===== src/rtl/aes_share_codec_pkg.sv =====
// Shared definitions for the AES share codec: FSM encoding, share indexing, chunk count.
package aes_share_codec_pkg;

  typedef enum logic [2:0] {
    ST_IDLE,
    ST_GATHER,
    ST_ISSUE,
    ST_WAIT,
    ST_OUT
  } state_e;

  // Share j of bit b sits at index b*d+j on the shared buses.
  function automatic int unsigned sh_idx(int unsigned b, int unsigned j, int unsigned d);
    return b * d + j;
  endfunction

  function automatic int unsigned num_chunks(int unsigned d, int unsigned rnd_w);
    return (256 * (d - 1)) / rnd_w;
  endfunction

endpackage


===== src/rtl/aes_share_codec_rnd_chunk_collector.sv =====
// Collects PRNG words into the mask register; pulses full when the last chunk is taken.
module rnd_chunk_collector
  import aes_share_codec_pkg::*;
#(
  parameter int unsigned d     = 2,
  parameter int unsigned RND_W = 128
) (
  input  logic                   clk,
  input  logic                   rst,
  input  logic                   en,
  input  logic                   clr,
  input  logic                   rnd_valid,
  output logic                   rnd_ready,
  input  logic [RND_W-1:0]       rnd_in,
  output logic [256*(d-1)-1:0]   mask,
  output logic                   full
);

  localparam int unsigned N  = num_chunks(d, RND_W);
  localparam int unsigned CW = $clog2(N) + 1;
  localparam int unsigned MW = 256 * (d - 1);

  logic [MW-1:0] mask_q, mask_d;
  logic [CW-1:0] cnt_q, cnt_d;

  always_ff @(posedge clk or posedge rst) begin
    if (rst) begin
      mask_q <= '0;
      cnt_q  <= '0;
    end else begin
      mask_q <= mask_d;
      cnt_q  <= cnt_d;
    end
  end

  always_comb begin
    mask_d = mask_q;
    cnt_d  = cnt_q;
    full   = 1'b0;
    if (clr) mask_d = '0;
    if (en && rnd_valid) begin
      for (int unsigned c = 0; c < N; c++) begin
        if (cnt_q == CW'(c)) mask_d[c*RND_W +: RND_W] = rnd_in;
      end
      if (cnt_q == CW'(N - 1)) begin
        cnt_d = '0;
        full  = 1'b1;
      end else begin
        cnt_d = cnt_q + 1'b1;
      end
    end
  end

  always_comb begin
    rnd_ready = en;
    mask      = mask_q;
  end

endmodule


===== src/rtl/aes_share_codec.sv =====
// Masking front-end: splits pt/key into d Boolean shares for the core, recombines the ciphertext.
module aes_share_codec
  import aes_share_codec_pkg::*;
#(
  parameter int unsigned d     = 2,
  parameter int unsigned RND_W = 128
) (
  input  logic                 clk,
  input  logic                 rst,
  input  logic                 in_valid,
  output logic                 in_ready,
  input  logic [127:0]         in_pt,
  input  logic [127:0]         in_key,
  input  logic                 rnd_valid,
  output logic                 rnd_ready,
  input  logic [RND_W-1:0]     rnd_in,
  output logic                 core_valid_in,
  input  logic                 core_ready,
  input  logic                 core_cipher_valid,
  output logic [128*d-1:0]     core_sh_pt,
  output logic [128*d-1:0]     core_sh_key,
  input  logic [128*d-1:0]     core_sh_ct,
  output logic                 out_valid,
  input  logic                 out_ready,
  output logic [127:0]         out_ct
);

  localparam int unsigned MW = 256 * (d - 1);

  state_e        state_q, state_d;
  logic [127:0]  pt_q, pt_d, key_q, key_d, ct_q, ct_d;
  logic [MW-1:0] mask;
  logic          full, gather, mask_clr;
  logic          acc_p, acc_k, acc_c;

  rnd_chunk_collector #(.d(d), .RND_W(RND_W)) u_coll (
    .clk       (clk),
    .rst       (rst),
    .en        (gather),
    .clr       (mask_clr),
    .rnd_valid (rnd_valid),
    .rnd_ready (rnd_ready),
    .rnd_in    (rnd_in),
    .mask      (mask),
    .full      (full)
  );

  always_ff @(posedge clk or posedge rst) begin
    if (rst) begin
      state_q <= ST_IDLE;
      pt_q    <= '0;
      key_q   <= '0;
      ct_q    <= '0;
    end else begin
      state_q <= state_d;
      pt_q    <= pt_d;
      key_q   <= key_d;
      ct_q    <= ct_d;
    end
  end

  always_comb begin
    state_d = state_q;
    case (state_q)
      ST_IDLE:   if (in_valid)          state_d = ST_GATHER;
      ST_GATHER: if (full)              state_d = ST_ISSUE;
      ST_ISSUE:  if (core_ready)        state_d = ST_WAIT;
      ST_WAIT:   if (core_cipher_valid) state_d = ST_OUT;
      ST_OUT:    if (out_ready)         state_d = ST_IDLE;
      default:                          state_d = ST_IDLE;
    endcase
  end

  always_comb begin
    in_ready      = (state_q == ST_IDLE);
    gather        = (state_q == ST_GATHER);
    core_valid_in = (state_q == ST_ISSUE);
    out_valid     = (state_q == ST_OUT);
    mask_clr      = (state_q == ST_ISSUE) && core_ready;
    out_ct        = ct_q;
  end

  always_comb begin
    pt_d  = pt_q;
    key_d = key_q;
    ct_d  = ct_q;
    acc_c = 1'b0;
    if (state_q == ST_IDLE && in_valid) begin
      pt_d  = in_pt;
      key_d = in_key;
    end
    if (mask_clr) begin
      pt_d  = '0;
      key_d = '0;
    end
    if (state_q == ST_WAIT && core_cipher_valid) begin
      for (int unsigned b = 0; b < 128; b++) begin
        acc_c = 1'b0;
        for (int unsigned j = 0; j < d; j++) acc_c = acc_c ^ core_sh_ct[sh_idx(b, j, d)];
        ct_d[b] = acc_c;
      end
    end
    if (state_q == ST_OUT && out_ready) ct_d = '0;
  end

  // Share 0 absorbs the data bit XOR all mask shares so the shares recombine to the input.
  always_comb begin
    core_sh_pt  = '0;
    core_sh_key = '0;
    acc_p       = 1'b0;
    acc_k       = 1'b0;
    if (state_q == ST_ISSUE) begin
      for (int unsigned b = 0; b < 128; b++) begin
        acc_p = pt_q[b];
        acc_k = key_q[b];
        for (int unsigned j = 1; j < d; j++) begin
          core_sh_pt[sh_idx(b, j, d)]  = mask[(j-1)*128 + b];
          core_sh_key[sh_idx(b, j, d)] = mask[MW/2 + (j-1)*128 + b];
          acc_p = acc_p ^ mask[(j-1)*128 + b];
          acc_k = acc_k ^ mask[MW/2 + (j-1)*128 + b];
        end
        core_sh_pt[sh_idx(b, 0, d)]  = acc_p;
        core_sh_key[sh_idx(b, 0, d)] = acc_k;
      end
    end
  end

endmodule


===== config.mk =====
export PLATFORM = sky130hd
export DESIGN_NAME = aes_share_codec
export DESIGN_NICKNAME = d
export VERILOG_FILES = /design/src/rtl/aes_share_codec_pkg.sv /design/src/rtl/aes_share_codec_rnd_chunk_collector.sv /design/src/rtl/aes_share_codec.sv
export SDC_FILE = /design/constraint.sdc
export NUM_CORES = 2
export LEC_CHECK = 0
export CAP_MARGIN = 20
export CORE_AREA = 2 2 508 510
export DETAILED_ROUTE_END_ITERATION = 10
export DIE_AREA = 0 0 510 512
export PLACE_DENSITY = 0.39
export SLEW_MARGIN = 25
export SYNTH_ARGS = -nofsm -noshare
export SYNTH_HDL_FRONTEND = slang
export SYNTH_SLANG_ARGS = --single-unit

===== constraint.sdc =====
create_clock -name clk -period 51.3 [get_ports clk]
set_input_delay 7.695 -clock clk [delete_from_list [all_inputs] [get_ports clk]]
set_output_delay 7.695 -clock clk [all_outputs]
set_load 0.03 [all_outputs]

# After elaboration in Yosys (flattened, before gate mapping)
# Index checks and enable logic that the tools add are counted.
# totals
reg_bits	645
output_inout_bits	644
word_cells	432
input_bits	647
# classes
bitwise	384
add_sub_neg	1
n_eq_ne	10
n_mux	21
reduce_logical	10
# op_table
op	count
128-bit 2-to-1 mux	8
256-bit 2-to-1 mux	4
1-bit XOR	384
3-bit 2-to-1 mux	5
3-bit one-hot mux with 5 select lines	1
3-bit by 2-bit equality test with 1-bit output, second input constant	2
2-bit != test, second input constant	3
1-bit logical AND	5
5-bit AND reduction	1
2-bit by 1-bit != test with 1-bit output, second input constant	2
2-bit nonzero test	2
3-bit by 1-bit equality test with 1-bit output, second input constant	1
3-bit equality test, second input constant	1
3-bit logical NOT	1
2-bit by 1-bit adder with 2-bit output, second input constant	1
2-bit by 1-bit equality test with 1-bit output, second input constant	1
2-bit logical NOT	1
1-bit 2-to-1 mux	2
2-bit 2-to-1 mux	1

# Longest topological paths before layout
# depth
ltp_word	5
ltp_mapped	8
mapped_depth_nobuf	4

# Modules after synthesis
# From an unflattened synthesis, not the netlist that was laid out.
# hier_totals
hier_cells	3352
hier_area_um2	32856.5
# modules_own_cells
module	cells_per_inst	seq_area_each_um2	n_inst	area_each_um2
aes_share_codec	2517	9684.3	1	21548.2
rnd_chunk_collector	835	6456.2	1	11308.3

# Least setup slack after synthesis
# OpenSTA, ideal clock, no wires.
# synth_path
path_kind	reg2out
start	reg state_q[0]
end	out core_sh_key[237]
stages_incl_launch_ff	6
required_ns	43.605
n_path_buf	2
arrival_ns	1.739
setup_slack_ns	41.866
path_cell_list	dfrtp_1 -> or3b_1 -> clkbuf_1 -> inv_2 -> clkbuf_1 -> and2_1
# synth_via
elab_chain_len	2
# synth_lines
element	line_no	source
start: declaration	aes_share_codec.sv:30	state_e state_q, state_d;
start signal: assignment	aes_share_codec.sv:55	state_q <= state_d;
3-bit by 2-bit equality test with 1-bit output	--	
via core_valid_in	aes_share_codec.sv:17	output logic core_valid_in,
256-bit 2-to-1 mux	aes_share_codec.sv:112	if (state_q == ST_ISSUE) begin
end: declaration	aes_share_codec.sv:21	output logic [128*d-1:0] core_sh_key,
# The timed path passes the listed nets, and every way through them passes these cells.

# Final worst setup path
# layout_path
start	reg state_q[1]
end	out core_sh_pt[105]
# layout_via
elab_chain_len	2
# layout_lines
element	line_no	source
3-bit by 2-bit equality test with 1-bit output	aes_share_codec.sv:112	
256-bit 2-to-1 mux	aes_share_codec.sv:112	
end: declaration	aes_share_codec.sv:20	output logic [128*d-1:0] core_sh_pt,
# No other way between the ends.

==> impl_metrics.py <==
metrics = {
    "timing": {
        "shortest_period_the_worst_path_allows_ns": 12.60,
        "clock_skew_ns": 0.0391,
        "summed_negative_setup_slack_over_all_endpoints_ns": 0,
        "relSlewSlack_pct": 32.7,
        "grt_setup_unrepaired": "no",
        "timing.final.max_slew_violations": 0,
        "final_min_period_over_clock_period_pct": 24.6,
        "clock.fmax_ghz": 0.0794,
        "worst-slew-pin-transition_ns": 1.01,
        "final-hold-violation-count": 0,
        "hold_ws_ns": 0.475,
        "setup_viol": 0,
    },
    "route": {
        "antenna_left": 0,
        "drt_iter0_markers": 1489,
        "wl_mm": 186,
        "routed_wire_length_per_instance_um": 22.8,
        "drt-vias-per-instance": 3.56,
        "drc_errors": 0,
        "detailroute.via_count": 29000,
        "drt_pass1_iterations": 5,
    },
    "pwr": {
        "power_frac_comb_pct": 43.8,
        "power-per-cell-area_nw_per_um2": 56.4,
        "leakagePower_nw": 22.0,
        "share_clk_of_total_power_pct": 22.1,
        "power.ir.vdd_worst_mv": 0.0214,
        "pwr-share-seq_pct": 34.2,
        "net_sw_share_pct": 42.9,
        "internal_power_summed_over_all_cells_mw": 1.67,
        "switchingPower_mw": 1.25,
    },
    "clock_tree": {
        "clockRootBuffer": "clkbuf_16",
        "cts_hold_repair.buffers": 0,
        "clock_tree.buffer_depth": 3,
        "cts_buffers": 85,
        "tritoncts": "built",
        "clkLatencyLatePin_ns": 0.72,
        "htree_num_levels": 3,
        "post_cts_resize_count": 0,
        "post-cts-setup-buffer-count": 0,
        "tritoncts_num_sinks": 645,
        "worst_setup_hold_path_clk_slew_ns": 0.06,
    },
    "floorplan": {
        "die_x_um": 510,
        "floorplan.die_area_um2": 261000,
        "num_rows": 186,
        "placeableCoreArea_um2": 256000,
        "floorplan.initialDensity_pct": 12.7,
        "io_pins": 1291,
        "y_dimension_of_the_die_um": 512,
    },
    "critical_path": {
        "cpPeakStageDelay_ns": 0.76,
        "worstPathArrival_ns": 4.90,
        "critical_path.startpoint_type": "flip-flop",
        "path_common_cell": "buf_4",
        "timing.critical_path.required_ns": 43.60,
        "regToRegSetupSlack_ns": 46.94,
        "critical-path-slowest-cell": "buf_4",
        "timing_worst_setup_path_type": "reg -> out",
        "timing.critical_path.cells": "or3b_4, inv_8, buf_4, buf_4, and2_1, clkdlybuf4s50_1",
        "critical_path.max_fanout": 103,
        "worst_setup_path_end_kind": "output port",
    },
    "place": {
        "detailedPlacementHpwl_mm": 148,
        "dp_cells": 7958,
        "numPortBuffers": 1290,
        "post_dp_cell_area_um2": 48700,
        "routabilityCongestion": 0.842,
    },
    "global_route": {
        "grt_util_all_layers_pct": 13.8,
        "grt_start_max_net_pins": 104,
        "grt_antenna_before_repair": 53,
        "aggregate_global_routing_overflow": 0,
        "grt_first_pass_wirelength_mm": 253,
        "first_global_vias": 30400,
    },
    "synth": {
        "synth_flop_cell": "dfrtp_1",
        "yosys_register_bits": 645,
        "syn_area_um2": 32500,
        "yosysSeqAreaShare_pct": 49.7,
        "syn_nets": 4129,
        "yosysWarningCount": 0,
        "avgSynthCellArea_um2": 9.32,
        "synthesis.instances": 3482,
        "proportion_of_synthesized_flip_flops_having_asynchronous_set_or_reset_pct": 100,
        "netlist-cell-type-count": 33,
        "number_of_enable_flip_flop_cells_after_synthesis": 0,
    },
    "final_layout": {
        "fraction_of_layout_instances_using_a_drive_strength_above_1_pct": 4.19,
        "final_common_cell": "clkdlybuf4s50_1",
        "most-common-layout-cells": "1290 x clkdlybuf4s50_1, 771 x nand2_1, 645 x dfrtp_1, 384 x xnor2_1, 260 x nor2_1",
        "layout.nets": 5308,
        "syn_to_final_growth_pct": 59.5,
        "finalNonFillerCells": 8135,
        "post-route-cell-area_um2": 51800,
        "finalCoreUtilization_pct": 20.2,
    },
    "run": {
        "drv.max_cap_violation_count": 0,
    },
    "outcome": {
        "outcome": "completed",
    },
    "min_path": {
        "hold_path_class": "reg -> reg",
    },
}
[per-layer routing]
metal  global-route usage (%)  part of all wire, %  vias up
met5                        0                 0.11        -
li1                         -                    -    13400
met1                     15.7                   39    14200
met2                     24.2                   50     1131
met4                     4.49                  3.1       32
met3                     4.23                  7.8      215
[cell usage after synthesis (3+ instances only)]
| master | instances | area (um2) |
|---|---|---|
| a21o_1 | 127 | 953 |
| inv_1 | 130 | 488 |
| mux2i_1 | 257 | 2570 |
| xnor2_1 | 384 | 3360 |
| a21oi_1 | 256 | 1280 |
| and2_1 | 258 | 1610 |
| buf_1 | 3 | 11.3 |
| nor2_1 | 260 | 976 |
| buf_6 | 35 | 394 |
| buf_2 | 120 | 601 |
| clkbuf_1 | 78 | 293 |
| nor3_1 | 130 | 651 |
| dfrtp_1 | 645 | 16100 |
| nand2_1 | 771 | 2890 |
| buf_4 | 9 | 67.6 |
[worst paths after layout]
| kind | end | from | depth (start not counted) |
|---|---|---|---|
| hold reg to reg | out_ct[9] | out_ct[9] | 1 |
| hold / removal | out_ct[9] | out_ct[9] | 1 |
| min in group asynchronous | out_ct[54] | rst | 2 |
| setup / recovery | core_sh_pt[105] | state_q[1] | 6 |
| setup reg to reg | pt_q[73] | state_q[1] | 6 |
| max in group asynchronous | u_coll.mask[75] | rst | 7 |
[flip-flops by register name, indices dropped and copies added, names as in the netlist]
register / count
state_q: 3
pt_q: 128
key_q: 128
u_coll.mask: 256
out_ct: 128
u_coll.cnt_q: 2
[power by group through the flow]
stage / sequential [mW] / clock (mW) / combinational [mW]
2_1_floorplan: 0.969 / 0 / 0.726
3_3_place_gp: 1.01 / 0 / 1.30
3_5_place_dp: 1.02 / 0 / 1.30
4_1_cts: 1.01 / 0.675 / 1.31
5_1_grt: 1.03 / 0.692 / 1.38
6_report: 0.998 / 0.645 / 1.28
[area by class of cell]
cell class,count,area (um2)
fillers,28300,204000
repair buffers,1337,13300
multi-input cells,2461,14500
clock inverters,28,458
clock buffers,126,2550
flip-flops and latches,645,16100
inverters,131,507
well taps,3384,4230
diodes,23,57.6
[stage by stage]
stage          worst slack [ns]  total power, mW
3_5_place_dp              38.47             2.32
2_1_floorplan             25.53             1.70
4_1_cts                   38.44             2.99
5_1_grt                   38.34             3.11
3_3_place_gp              38.51             2.31
6_report                  38.70             2.92
[kinds of logic (layout without fill, tap and decap cells)]
group | count (synthesis) | after routing | synth area share, %
xor+xnor | 385 | 385 | 10.4
flops | 645 | 645 | 49.7
mux | 257 | 257 | 7.92
other cells | 0 | 23 | 0
compound gates | 387 | 387 | 6.98
simple gates | 1432 | 1432 | 19.3
buf+inv | 376 | 1622 | 5.72
[worst max-delay path: cells and delay by family, from the launching register on]
kind                   cells  cell delay (ns)
buffers and inverters      4             2.48
AND/OR/NAND/NOR            2             0.88
flip-flops                 1             0.64
Power figures use the tool's default switching activity.
